<file path="src/rtl/serial_alu_seq.sv">
// Digit-serial ALU sequencer: ADD/SUB/AND/OR/XOR over XLEN bits, one DIGIT_W digit per clock,
// with a length-extended second operand, early ADD termination and valid/ready handshakes.
module serial_alu_seq #(
    parameter int XLEN       = 32,
    parameter int DIGIT_W    = 4,
    parameter int NUM_DIGITS = XLEN / DIGIT_W,
    parameter int LEN_W      = (NUM_DIGITS > 1) ? $clog2(NUM_DIGITS) : 1
) (
    input  logic             clk,
    input  logic             rst,
    input  logic             req_valid,
    output logic             req_ready,
    input  logic [2:0]       op,
    input  logic [LEN_W-1:0] len_digits,
    input  logic             word2_signed,
    input  logic [XLEN-1:0]  word1,
    input  logic [XLEN-1:0]  word2,
    output logic             rsp_valid,
    input  logic             rsp_ready,
    output logic [XLEN-1:0]  result,
    output logic             carry,
    output logic             overflow,
    output logic             zero,
    output logic             err,
    output logic             busy
);

    typedef enum logic [1:0] {S_IDLE = 2'd0, S_RUN = 2'd1, S_DONE = 2'd2} state_e;

    localparam logic [2:0] OP_ADD = 3'd0;
    localparam logic [2:0] OP_SUB = 3'd1;
    localparam logic [2:0] OP_AND = 3'd2;
    localparam logic [2:0] OP_OR  = 3'd3;
    localparam logic [2:0] OP_XOR = 3'd4;
    localparam logic [LEN_W-1:0] K_LAST = LEN_W'(NUM_DIGITS - 1);

    state_e            state_q, state_d;
    logic [2:0]        op_q, op_d;
    logic [LEN_W-1:0]  k_q, k_d, len_q, len_d;
    logic [XLEN-1:0]   w1_q, w1_d, ext2_q, ext2_d, work_q, work_d;
    logic              cy_q, cy_d;
    logic [XLEN-1:0]   result_q, result_d;
    logic              carry_q, carry_d, ovf_q, ovf_d, zero_q, zero_d, err_q, err_d;

    logic [LEN_W-1:0]  len_c_s;
    int                sign_pos_s;
    logic [XLEN-1:0]   ext2_s;
    int                kidx_s;
    logic [DIGIT_W-1:0] dig_a_s, dig_b_s, dig_bx_s, dig_r_s;
    logic [DIGIT_W:0]  sum_s;
    logic [XLEN-1:0]   res_full_s, res_sel_s, hi_mask_s;
    logic              last_s, early_s, arith_s, sign_b_s, ovf_s;

    // Clamp the active length and sign/zero-extend word2 above its most significant active digit.
    always_comb begin
        ext2_s = '0;
        if (len_digits > K_LAST) begin
            len_c_s = K_LAST;
        end else begin
            len_c_s = len_digits;
        end
        sign_pos_s = (int'(len_c_s) + 1) * DIGIT_W - 1;
        for (int i = 0; i < XLEN; i++) begin
            if (i <= sign_pos_s) begin
                ext2_s[i] = word2[i];
            end else if (word2_signed) begin
                ext2_s[i] = word2[sign_pos_s];
            end else begin
                ext2_s[i] = 1'b0;
            end
        end
    end

    // Digit datapath for the current index, plus completion and early-exit decisions.
    always_comb begin
        kidx_s   = int'(k_q);
        dig_a_s  = w1_q[kidx_s*DIGIT_W +: DIGIT_W];
        dig_b_s  = ext2_q[kidx_s*DIGIT_W +: DIGIT_W];
        if (op_q == OP_SUB) begin
            dig_bx_s = ~dig_b_s;
        end else begin
            dig_bx_s = dig_b_s;
        end
        sum_s = {1'b0, dig_a_s} + {1'b0, dig_bx_s} + {{DIGIT_W{1'b0}}, cy_q};
        case (op_q)
            OP_ADD, OP_SUB: dig_r_s = sum_s[DIGIT_W-1:0];
            OP_AND:         dig_r_s = dig_a_s & dig_b_s;
            OP_OR:          dig_r_s = dig_a_s | dig_b_s;
            OP_XOR:         dig_r_s = dig_a_s ^ dig_b_s;
            default:        dig_r_s = '0;
        endcase
        res_full_s = work_q;
        res_full_s[kidx_s*DIGIT_W +: DIGIT_W] = dig_r_s;
        last_s    = (k_q == K_LAST);
        hi_mask_s = {XLEN{1'b1}} << ((kidx_s + 1) * DIGIT_W);
        // Early exit is never taken on the last digit so its carry/overflow come from the full rule.
        early_s = (op_q == OP_ADD) && !last_s && (kidx_s >= int'(len_q)) &&
                  ((ext2_q & hi_mask_s) == '0) && !sum_s[DIGIT_W];
        if (early_s) begin
            res_sel_s = (res_full_s & ~hi_mask_s) | (w1_q & hi_mask_s);
        end else begin
            res_sel_s = res_full_s;
        end
        arith_s  = (op_q == OP_ADD) || (op_q == OP_SUB);
        sign_b_s = (op_q == OP_SUB) ? ~ext2_q[XLEN-1] : ext2_q[XLEN-1];
        ovf_s    = arith_s && (w1_q[XLEN-1] == sign_b_s) && (res_full_s[XLEN-1] != w1_q[XLEN-1]);
    end

    // Next-state and register-update logic of the IDLE/RUN/DONE sequencer.
    always_comb begin
        state_d  = state_q;
        op_d     = op_q;
        k_d      = k_q;
        len_d    = len_q;
        w1_d     = w1_q;
        ext2_d   = ext2_q;
        work_d   = work_q;
        cy_d     = cy_q;
        result_d = result_q;
        carry_d  = carry_q;
        ovf_d    = ovf_q;
        zero_d   = zero_q;
        err_d    = err_q;
        case (state_q)
            S_IDLE: begin
                if (req_valid) begin
                    op_d    = op;
                    w1_d    = word1;
                    ext2_d  = ext2_s;
                    len_d   = len_c_s;
                    k_d     = '0;
                    work_d  = '0;
                    cy_d    = (op == OP_SUB);
                    state_d = S_RUN;
                end else begin
                    state_d = S_IDLE;
                end
            end
            S_RUN: begin
                if (op_q > OP_XOR) begin
                    result_d = '0;
                    carry_d  = 1'b0;
                    ovf_d    = 1'b0;
                    zero_d   = 1'b0;
                    err_d    = 1'b1;
                    state_d  = S_DONE;
                end else if (early_s || last_s) begin
                    result_d = res_sel_s;
                    carry_d  = arith_s && !early_s && sum_s[DIGIT_W];
                    ovf_d    = !early_s && ovf_s;
                    zero_d   = (res_sel_s == '0);
                    err_d    = 1'b0;
                    state_d  = S_DONE;
                end else begin
                    work_d = res_full_s;
                    cy_d   = sum_s[DIGIT_W];
                    k_d    = k_q + LEN_W'(1);
                end
            end
            S_DONE: begin
                if (rsp_ready) begin
                    state_d = S_IDLE;
                end else begin
                    state_d = S_DONE;
                end
            end
            default: state_d = S_IDLE;
        endcase
    end

    // State and datapath registers with asynchronous reset.
    always_ff @(posedge clk or posedge rst) begin
        if (rst) begin
            state_q  <= S_IDLE;
            op_q     <= 3'd0;
            k_q      <= '0;
            len_q    <= '0;
            w1_q     <= '0;
            ext2_q   <= '0;
            work_q   <= '0;
            cy_q     <= 1'b0;
            result_q <= '0;
            carry_q  <= 1'b0;
            ovf_q    <= 1'b0;
            zero_q   <= 1'b0;
            err_q    <= 1'b0;
        end else begin
            state_q  <= state_d;
            op_q     <= op_d;
            k_q      <= k_d;
            len_q    <= len_d;
            w1_q     <= w1_d;
            ext2_q   <= ext2_d;
            work_q   <= work_d;
            cy_q     <= cy_d;
            result_q <= result_d;
            carry_q  <= carry_d;
            ovf_q    <= ovf_d;
            zero_q   <= zero_d;
            err_q    <= err_d;
        end
    end

    assign req_ready = (state_q == S_IDLE);
    assign rsp_valid = (state_q == S_DONE);
    assign busy      = (state_q != S_IDLE);
    assign result    = result_q;
    assign carry     = carry_q;
    assign overflow  = ovf_q;
    assign zero      = zero_q;
    assign err       = err_q;

endmodule

</file>
<file path="config.mk">
export PLATFORM = sky130hd
export DESIGN_NAME = serial_alu_seq
export DESIGN_NICKNAME = d
export VERILOG_FILES = /design/src/rtl/serial_alu_seq.sv
export SDC_FILE = /design/constraint.sdc
export NUM_CORES = 1
export LEC_CHECK = 0
export CAP_MARGIN = 20
export CORE_UTILIZATION = 40
export CTS_CLUSTER_SIZE = 28
export DETAILED_ROUTE_END_ITERATION = 16
export MAX_ROUTING_LAYER = met4
export PLACE_DENSITY = 0.63
export SLEW_MARGIN = 30
export SYNTH_ARGS = -nofsm -noshare
export SYNTH_HDL_FRONTEND = slang
export SYNTH_SLANG_ARGS = --single-unit
</file>
<file path="constraint.sdc">
create_clock -name clk -period 5.4 [get_ports clk]
set_clock_uncertainty 0.2 [all_clocks]
set_input_delay 0.54 -clock clk [delete_from_list [all_inputs] [get_ports clk]]
set_output_delay 0.54 -clock clk [all_outputs]
set_load 0.005 [all_outputs]
</file>
Word level (Yosys, flattened, before mapping)
Index checks and enable logic that the tools add are counted.
{"block": "totals", "register_bits": 144, "input_bits": 75, "output_inout_bits": 39, "wordCells": 179}
{"block": "op_classes", "addsub": 7, "n_lt_le_gt_ge": 36, "n_eq_ne": 14, "shifts": 5, "n_mux": 69, "bitwise": 10, "reduce_logical": 25}
{"op": "32-bit two-way mux", "n": 6}
{"op": "6-bit by 7-bit <= comparator with 1-bit output, first input constant", "n": 16}
{"op": "32-bit bitwise AND", "n": 3}
{"op": "32-bit zero test", "n": 2}
{"op": "32-bit one-hot mux with 2 select lines", "n": 1}
{"op": "32-bit by 6-bit indexed part select with 4-bit output", "n": 2}
{"op": "5-bit by 7-bit <= comparator with 1-bit output, first input constant", "n": 8}
{"op": "1-bit two-way mux", "n": 48}
{"op": "5-bit negator with 33-bit output", "n": 1}
{"op": "4-bit by 33-bit variable shift with 32-bit output, first input constant", "n": 1}
{"op": "4-bit by 33-bit indexed part select with 32-bit output", "n": 1}
{"op": "32-bit bitwise mux", "n": 1}
{"op": "32-bit inverter", "n": 1}
{"op": "32-bit OR", "n": 1}
{"op": "32-bit by 6-bit << shifter with 32-bit output, first input constant", "n": 1}
{"op": "4-bit by 7-bit <= comparator with 1-bit output, first input constant", "n": 4}
{"op": "4-bit one-hot mux with 4 select lines", "n": 1}
{"op": "3-bit by 7-bit <= comparator with 1-bit output, first input constant", "n": 2}
{"op": "3-bit two-way mux", "n": 4}
{"op": "1-bit logical AND", "n": 9}
{"op": "3-bit by 1-bit adder with 4-bit output, second input constant", "n": 2}
{"op": "1-bit by 7-bit <= comparator with 1-bit output, first input constant", "n": 1}
{"op": "2-bit by 7-bit <= comparator with 1-bit output, first input constant", "n": 1}
{"op": "7-bit < comparator, second input constant", "n": 1}
{"op": "other kinds (34)", "n": 48}

Depth between registers and ports, before layout
Gate-level depths: netlist of run 1.
{"block": "depth", "ltp_word": 14, "ltp_mapped": 17, "ltp_nobuf": 14}

Worst setup path after synthesis of run 1
Ideal clock, no wire load.
{"block": "synth_path", "path_type": "reg-to-reg", "start": "reg k_q[0]", "end": "reg zero_q, in the netlist zero", "setup_ns": 0.095, "arrival_time_ns": 5.099, "required_ns": 5.105, "path_slack_ns": 0.006, "stages_incl_launch_ff": 17, "n_path_buf": 2, "period_less_slack_ns": 5.394, "cell_sequence": "dfrtp_1 > buf_1 > buf_1 > mux4_2 > nand2_1 > and2_1 > inv_1 > fa_1 > fa_1 > nand3_1 > and3_1 > nand3_1 > nor4_2 > mux2_2 > nand4bb_1 > or4_1 > o31ai_1"}
{"block": "synth_via", "elab_chain_len": 14, "word_cells_on_any_way": 37, "classes_between": "add/sub: 4; order compare: 1; eq/ne: 1; shift: 5; mux: 6; bitwise: 9; reduce/logical: 11"}
{"element": "from (decl)", "line": "39", "text": "logic [LEN_W-1:0] k_q, k_d, len_q, len_d;"}
{"element": "from (signal assigned)", "line": "190", "text": "k_q <= k_d;"}
{"element": "32-bit by 6-bit indexed part select with 4-bit output", "line": "78", "text": "dig_b_s = ext2_q[kidx_s*DIGIT_W +: DIGIT_W];"}
{"element": "4-bit inverter", "line": "80", "text": "dig_bx_s = ~dig_b_s;"}
{"element": "4-bit two-way mux", "line": "79", "text": "if (op_q == OP_SUB) begin"}
{"element": "4-bit by 4-bit adder with 5-bit output", "line": "84", "text": "sum_s = {1'b0, dig_a_s} + {1'b0, dig_bx_s} + {{DIGIT_W{1'b0}}, cy_q};"}
{"element": "5-bit by 1-bit adder with 5-bit output", "line": "84"}
{"element": "4-bit one-hot mux with 4 select lines", "line": "85", "text": "case (op_q)"}
{"element": "4-bit by 33-bit indexed part select with 32-bit output", "line": "93", "text": "res_full_s[kidx_s*DIGIT_W +: DIGIT_W] = dig_r_s;"}
{"element": "32-bit bitwise mux", "line": "93"}
{"element": "32-bit bitwise AND", "line": "100", "text": "res_sel_s = (res_full_s & ~hi_mask_s) | (w1_q & hi_mask_s);"}
{"element": "32-bit OR", "line": "100"}
{"element": "32-bit two-way mux", "line": "99", "text": "if (early_s) begin"}
{"element": "32-bit zero test", "line": "151", "text": "zero_d = (res_sel_s == '0);"}
{"element": "1-bit two-way mux", "line": "147", "text": "end else if (early_s || last_s) begin"}
{"element": "1-bit two-way mux", "line": "140", "text": "if (op_q > OP_XOR) begin"}
{"element": "to (signal assigned)", "line": "199", "text": "zero_q <= zero_d;"}
{"element": "to (decl)", "line": "43", "text": "logic carry_q, carry_d, ovf_q, ovf_d, zero_q, zero_d, err_q, err_d;"}
Several ways; a longest one is shown, not always the timed one. The select of a mux whose other input is x is not followed.
A chain may end at the register's enable or synchronous reset.

Worst setup path after layout of run 1
Same ends and word-level chain as after synthesis.

==> results.txt, run 1 <==
----------------------------------------------------
[Status]
  Outcome ... finished clean

[Power and ir drop]
  Fraction of power consumed by sequential logic ... 0.292
  Sw power ... between 2 and 3 mW
  Total Power ... about 6.2 mW
  Worst voltage drop across the vdd grid ... 0.3003 mV
  P_leak ... between 4 and 5 nW
  Fraction of power consumed by the clock network ... 0.211
  Combinational Power Share ... 0.497
  Switching fraction of total power ... 0.4482
  Design internal power ... roughly 3.4 mW
  Areal power density over the cells ... around 600 nW/um2

[Timing]
  Final period demand of the worst path ... a little under 5 ns
  Worst path setup slack after routing ... 0.4994 ns
  Actual transition at the worst max-transition pin ... 0.7982 ns
  Final setup violation count ... 0
  Final total negative setup slack ... 0 ns
  RSZ-0062 raised after global routing ... no
  Fmax ... 204.1 MHz
  Worst hold slack across all endpoints ... about 0.28 ns
  Final critical-path share of the clock period ... 0.9075
  Max-slew headroom at the worst pin ... 0.4662
  Max-slew violations ... 0
  Final hold vios ... 0

[GRT]
  Global-route wire length before repair ... about 42 mm
  Antenna violations before repair ... 0
  Vias in the first global route ... a little over 7,000
  Gr ovfl total ... 0
  Maximum number of pins on one net before global-route repair ... between 70 and 80
  GRT Util Overall ... 0.2648

[Placed design]
  Number of I/O port buffers ... around 110
  Final Wtd Congestion ... about 0.98
  Detailed-placement wirelength estimate ... between 20 and 25 mm
  Place WS ... around 0.54 ns
  Cell count after placement ... around 1,300
  Placed cell area ... ~9900 um2

[Worst hold path]
  Launch instance of the worst min-delay path ... result[1]
  WHS Path Cells ... 2
  Endpoint of the worst hold-timing path ... result[1]
  Worst hold-check path type ... flop to flop

[Routing]
  Detailed-route vias per instance ... approximately 5.6
  Total wirelength of the detailed-routed design ... approximately 26 mm
  Total via count after detailed routing ... about 7,400
  Iteration-0 DRC count of the detailed router ... 579
  Residual DRC ... 0
  Antenna viol nets, final ... 0
  Drt wl/cell ... roughly 20 um
  First drt pass iteration count ... 5

[Floorplanning]
  Std-Cell Core Area ... ~20,000 um2
  Count of boundary I/O pins ... 114
  Die Height ... approximately 150 um
  Die footprint ... roughly 22,000 um2
  Die X-Extent ... between 100 and 150 um
  Starting density of the core ... 0.4126
  Placement row count ... 52

[Worst setup path]
  Crit Reg-Reg Startpoint ... k_q[0]
  Register-to-register path setup slack ... roughly 0.5 ns
  Worst R2R Path Depth ... 14
  Endpoint of the most critical register-to-register path ... zero
  Data arrival time at the worst-slack endpoint ... approximately 5 ns
  CP startpoint kind ... flop
  Worst endpoint required time ... 5.54 ns
  Sort of element at the end of the critical path ... flop
  Crit-path slowest cell ... dfrtp_1
  Category of the most critical setup path ... flop to flop
  Max Fanout on Critical Path ... 8
  Crit path cell chain ... mux4_2 -> mux2i_1 -> xnor2_1 -> fa_1 -> fa_1 -> nand3_1 -> and3_1 -> nand3_1 -> nor4_2 -> buf_4 -> mux2i_1 -> nand4bb_1 -> or4_1 -> o31ai_1
  CP peak stage delay ... roughly 0.56 ns

[Logic synthesis]
  Yosys warning total ... 0
  Gate count after technology mapping ... approximately 940
  Synth cell types ... 67
  Synthesized area per cell ... ~9.0 um2
  Number of synthesized flops with an enable pin ... 0
  Fraction of registers with async set/reset ... 1.000
  Ys flop type ... dfrtp_1
  Number of synthesized register bits ... roughly 140
  Synth Cell Area ... 8456 um2
  Total nets after synthesis ... around 1,000
  Fraction of the yosys area taken by sequential cells ... 0.4262

[Clock network]
  TritonCTS clock tree ... yes
  CTS HTree Levels ... 4
  Cts repair resizes ... 0
  Clock transition at the register clock pins on the worst setup and hold paths after CTS ... around 0.060 ns
  Clk sinks ... approximately 140
  CTS Buf Count ... 17
  Number of setup buffers added after CTS ... 0
  Cell chosen for the clock root ... clkbuf_16
  CTS Hold Buffers Added ... 0
  Later-pin clock latency in the skew report ... 0.43 ns
  Maximum clock insertion buffer count ... 2

[Final layout]
  Count of non-filler cells in the finished layout ... about 1,300
  Final Net Count ... 1,136
  Commonest non-fill, non-tap cells in the layout ... nand2_1 (220), dfrtp_1 (144), clkdlybuf4s50_1 (113)
  Area delta synth->final ... 24.47%
  Design Area, Final ... 10,530 um2
  ANT cells ... 0
  Final Core Density ... 0.5136
  Leading cell type in the layout, fill and taps excluded ... nand2_1
  Fraction of layout instances using a drive strength above 1 ... 0.09273

[Run]
  Max Cap Viol ... 0

----------------------------------------------------
## cell families (layout without fill, tap and decap cells)
logic type      after synthesis  count (layout)  synth area share
xor+xnor                      7               7          0.007251
simple gates                375             375            0.2020
mux                          62              62            0.1025
fa+ha+maj                    28              28           0.04321
buf+inv                      94             199           0.04528
flops                       144             144            0.4262
compound gates              231             231            0.1736
## how the worst max path moves through the flow
stage,from,to,slack [ns]
2_1_floorplan,k_q[0],zero,0.006
3_3_place_gp,k_q[0],zero,0.66
3_5_place_dp,k_q[0],zero,0.54
4_1_cts,k_q[0],zero,0.53
5_1_grt,k_q[0],zero,0.29
6_report,k_q[0],zero,0.50
## flip-flops by register name, indices dropped and copies added, names as in the netlist
signal	cells
zero	1
result	32
k_q	3
ext2_q	32
err	1
op_q	3
w1_q	32
len_q	3
carry	1
cy_q	1
state_q	2
work_q	32
overflow	1
## final cells by class
cell class / count / area [um2]
Sequential cell: 144 / 3603
Multi-Input combinational cell: 703 / 4492
Clock inverter: 15 / 232.7
Clock buffer: 17 / 425.4
Tap cell: 270 / 337.8
Inverter: 32 / 125.1
Fill cell: 1913 / 9970
Timing Repair Buffer: 135 / 1309
## synth_stat cells (5+ instances only)
cell / number / area (um2)
a21oi_1: 41 / 205.2
nand2b_1: 13 / 81.33
or3_1: 10 / 62.56
a211oi_1: 6 / 45.04
mux4_2: 17 / 382.9
o31ai_1: 24 / 180.2
ha_1: 26 / 325.3
dfrtp_1: 144 / 3603
o21ai_0: 95 / 475.5
inv_1: 32 / 120.1
a22o_1: 26 / 227.7
and2_1: 12 / 75.07
buf_1: 7 / 26.28
nor4_1: 8 / 50.05
clkbuf_1: 51 / 191.4
o41ai_1: 5 / 43.79
mux2i_1: 39 / 390.4
nor2_1: 39 / 146.4
nor3_1: 13 / 65.06
or2_2: 6 / 37.54
nand3_1: 21 / 105.1
nor2b_1: 6 / 37.54
nand2_1: 221 / 829.6
## power groups by stage
stage	registers, mW	clock network (mW)	logic (mW)
2_1_floorplan	1.62	0	2.12
3_3_place_gp	1.83	0	3.06
3_5_place_dp	1.83	0	3.07
4_1_cts	1.82	1.34	3.09
5_1_grt	1.85	1.40	3.43
6_report	1.82	1.32	3.10
## critical path: cells and delay by family, from the launching register on
family / cells / cell delay [ns]
DFF: 1 / 0.56
adders and majority gates: 2 / 0.84
and+or+nand+nor: 6 / 1.45
buffers and inverters: 1 / 0.19
muxes: 3 / 1.18
xor gates and xnor gates: 1 / 0.14
AOI/OAI and AO/OA: 1 / 0.25
## per-layer routing
metal / track usage / wire [um]
met5: - / 0
met2: 0.3906 / 11980
met1: 0.3700 / 12360
met4: 0.09588 / 794
met3: 0.03951 / 1346
(Power assumes the default switching activity.)
==> run 2, diff against run 1 <==
Settings changed: CORE_ASPECT_RATIO from default to 1.2, SLEW_MARGIN 30 to 10.
==> results.txt, run 2 (same netlist as run 1, synthesis figures left out) <==
----------------------------------------------------
[Worst setup path]
  CP peak stage delay ... 0.56 ns (about the same)
  Endpoint of the most critical register-to-register path ... zero
  Most frequent cell on the critical path ... nand3_1
  Crit path cell chain ... buf_4 -> mux4_2 -> mux2i_1 -> xnor2_1 -> fa_1 -> nand3_1 -> and3_1 -> nand3_1 -> nor4_4 -> mux2_2 -> nand4bb_1 -> or4_1 -> o31ai_1
  Max Fanout on Critical Path ... 19 (+11)
  Category of the most critical setup path ... flop to flop
  Crit Reg-Reg Startpoint ... k_q[0]
  CP startpoint kind ... flop
  Data arrival time at the worst-slack endpoint ... 5.08 ns (+0.04 ns)
  Register-to-register path setup slack ... 0.47 ns (-0.03 ns)
  Crit-path slowest cell ... dfrtp_1
  Sort of element at the end of the critical path ... flop
  Worst R2R Path Depth ... 13 (-1)
  Worst endpoint required time ... 5.55 ns (about the same)

[Status]
  Outcome ... finished clean

[Final layout]
  Count of non-filler cells in the finished layout ... 1,308 (-0.61%)
  Final Net Count ... 1,133 (-0.26%)
  Fraction of layout instances using a drive strength above 1 ... 0.08821 (-0.004527)
  Fillers ... 1,954 (+2.1%)
  Leading cell type in the layout, fill and taps excluded ... nand2_1
  Design Area, Final ... 10,400 um2 (-1.2%)
  Area delta synth->final ... 22.97%
  Commonest non-fill, non-tap cells in the layout ... nand2_1 (220), dfrtp_1 (144), clkdlybuf4s50_1 (113)
  ANT cells ... 0 (unchanged)

[GRT]
  Gr ovfl total ... 0 (unchanged)
  Maximum number of pins on one net before global-route repair ... 106 (+34%)
  Vias in the first global route ... 7,224 (+1.7%)
  Antenna violations before repair ... 0 (unchanged)
  GRT Util Overall ... 0.2642 (-0.0005744)
  Global-route wire length before repair ... 41.58 mm (-0.86%)

[Routing]
  Iteration-0 DRC count of the detailed router ... 513 (-11%)
  Total via count after detailed routing ... 7,500 (+0.89%)
  Drt wl/cell ... 20.40 um (+1.4%)
  Antenna viol nets, final ... 0 (unchanged)
  Residual DRC ... 0 (unchanged)
  First drt pass iteration count ... 5 (unchanged)
  Detailed-route vias per instance ... 5.734 (+1.5%)
  Total wirelength of the detailed-routed design ... 26.68 mm (+0.76%)

[Floorplanning]
  Die Height ... 161.3 um (+9.4%)
  Starting density of the core ... 0.4131 (+0.0005296)
  Die X-Extent ... 134.7 um (-8.6%)
  Placement row count ... 57 (+9.6%)
  Die footprint ... 21,730 um2 (about the same)
  Count of boundary I/O pins ... 114 (unchanged)
  Std-Cell Core Area ... 20,470 um2 (-0.13%)

[Worst hold path]
  Worst hold-check path type ... flop to flop
  WHS Path Cells ... 2 (unchanged)
  Launch instance of the worst min-delay path ... result[1]
  Endpoint of the worst hold-timing path ... result[1]

[Timing]
  Final setup violation count ... 0 (unchanged)
  Final total negative setup slack ... 0 ns (unchanged)
  Worst path setup slack after routing ... 0.4719 ns (-0.02750 ns)
  Max-slew violations ... 0 (unchanged)
  Max-slew headroom at the worst pin ... 0.2378 (-0.2284)
  Final period demand of the worst path ... 4.928 ns (+0.02750 ns)
  Final critical-path share of the clock period ... 0.9126 (+0.005092)
  Actual transition at the worst max-transition pin ... 1.141 ns (+0.3428 ns)
  Fmax ... 202.9 MHz (-0.56%)
  RSZ-0062 raised after global routing ... no
  Final hold vios ... 0 (unchanged)

[Placed design]
  Place WS ... 0.3821 ns (-0.1578 ns)
  Cell count after placement ... 1,276 (-0.62%)
  Detailed-placement wirelength estimate ... 20.29 mm (+0.29%)
  Number of I/O port buffers ... 113 (unchanged)
  Final Wtd Congestion ... 0.9549 (-2.5%)
  Placed cell area ... 9821 um2 (-0.43%)

[Run]
  Max Cap Viol ... 0 (unchanged)

[Clock network]
  CTS Hold Buffers Added ... 0 (unchanged)
  Clock transition at the register clock pins on the worst setup and hold paths after CTS ... 0.07 ns (about the same)
  Number of setup buffers added after CTS ... 0 (unchanged)
  TritonCTS clock tree ... yes
  Clk sinks ... 144 (unchanged)
  Later-pin clock latency in the skew report ... 0.44 ns (about the same)
  Cell chosen for the clock root ... clkbuf_16
  Maximum clock insertion buffer count ... 2 (unchanged)
  CTS Buf Count ... 17 (unchanged)
  CTS HTree Levels ... 4 (unchanged)

[Power and ir drop]
  Areal power density over the cells ... 591.5 nW/um2 (-0.33%)
  Total Power ... 6.150 mW (-1.5%)
  Worst voltage drop across the vdd grid ... 0.2992 mV (-0.39%)
  P_leak ... 4.670 nW (-1.4%)

----------------------------------------------------
run 2: how the worst max path moves through the flow:
stage	start	cells past startpoint	slack, ns	endpoint
2_1_floorplan	k_q[0]	16	0.006	zero
3_3_place_gp	k_q[0]	13	0.52	zero
3_5_place_dp	k_q[0]	13	0.38	zero
4_1_cts	k_q[0]	13	0.36	zero
5_1_grt	k_q[0]	13	0.12	zero
6_report	k_q[0]	13	0.47	zero
run 2: power breakdown:
| part | leakage, nW | switching (mW) | internal [mW] |
|---|---|---|---|
| clock network | 0.276 | 0.533 | 0.611 |
| registers | 1.90 | 0.364 | 1.42 |
| logic | 2.49 | 2.01 | 1.21 |
| total | 4.67 | 2.91 | 3.24 |
run 2: worst max-delay path, delay by kind of cell, from the launching register on:
family	cells	cell delay, ns
compound gates	1	0.24
xor+xnor	1	0.17
fa+ha+maj	1	0.45
buf+inv	1	0.38
flops	1	0.56
mux	3	1.23
simple gates	6	1.60
run 2: per-layer routing:
metal	part of all wire	GRT usage	wire length, um
met5	0	-	0
met4	0.035	0.1231	937
met3	0.043	0.02637	1141
met2	0.51	0.4442	13680
met1	0.41	0.3185	10930
run 2: stage by stage:
step / hold slack, ns / utilization
floorplan: 0.2484 / -
CTS: 0.2802 / 0.5075
detailed placement: 0.2694 / 0.4798
global route: 0.2971 / 0.5080
global placement: 0.2614 / 0.4798
finish: 0.2761 / 0.5080
run 2: final cells by class:
| cell class | instances | area [um2] | area share |
|---|---|---|---|
| multi-input cells | 703 | 4496 | 0.4324 |
| flip-flops and latches | 144 | 3603 | 0.3466 |
| repair buffers | 132 | 1274 | 0.1225 |
| clock buffers | 17 | 425.4 | 0.04091 |
| well taps | 265 | 331.6 | 0.03189 |
| clock inverters | 15 | 142.6 | 0.01372 |
| inverters | 32 | 125.1 | 0.01203 |
run 2: what timing repair did:
action                                 in CTS  in global routing
gates resized for setup                     0                  1
setup endpoints to repair                   0                  1
endpoints found under the hold margin       0                  0
==> run 3, diff against run 2 <==
Settings changed: CTS_CLUSTER_SIZE 28 to 10.
==> results of run 3 <==
No change in the layout: final DEF, timing and power equal those of run 2.
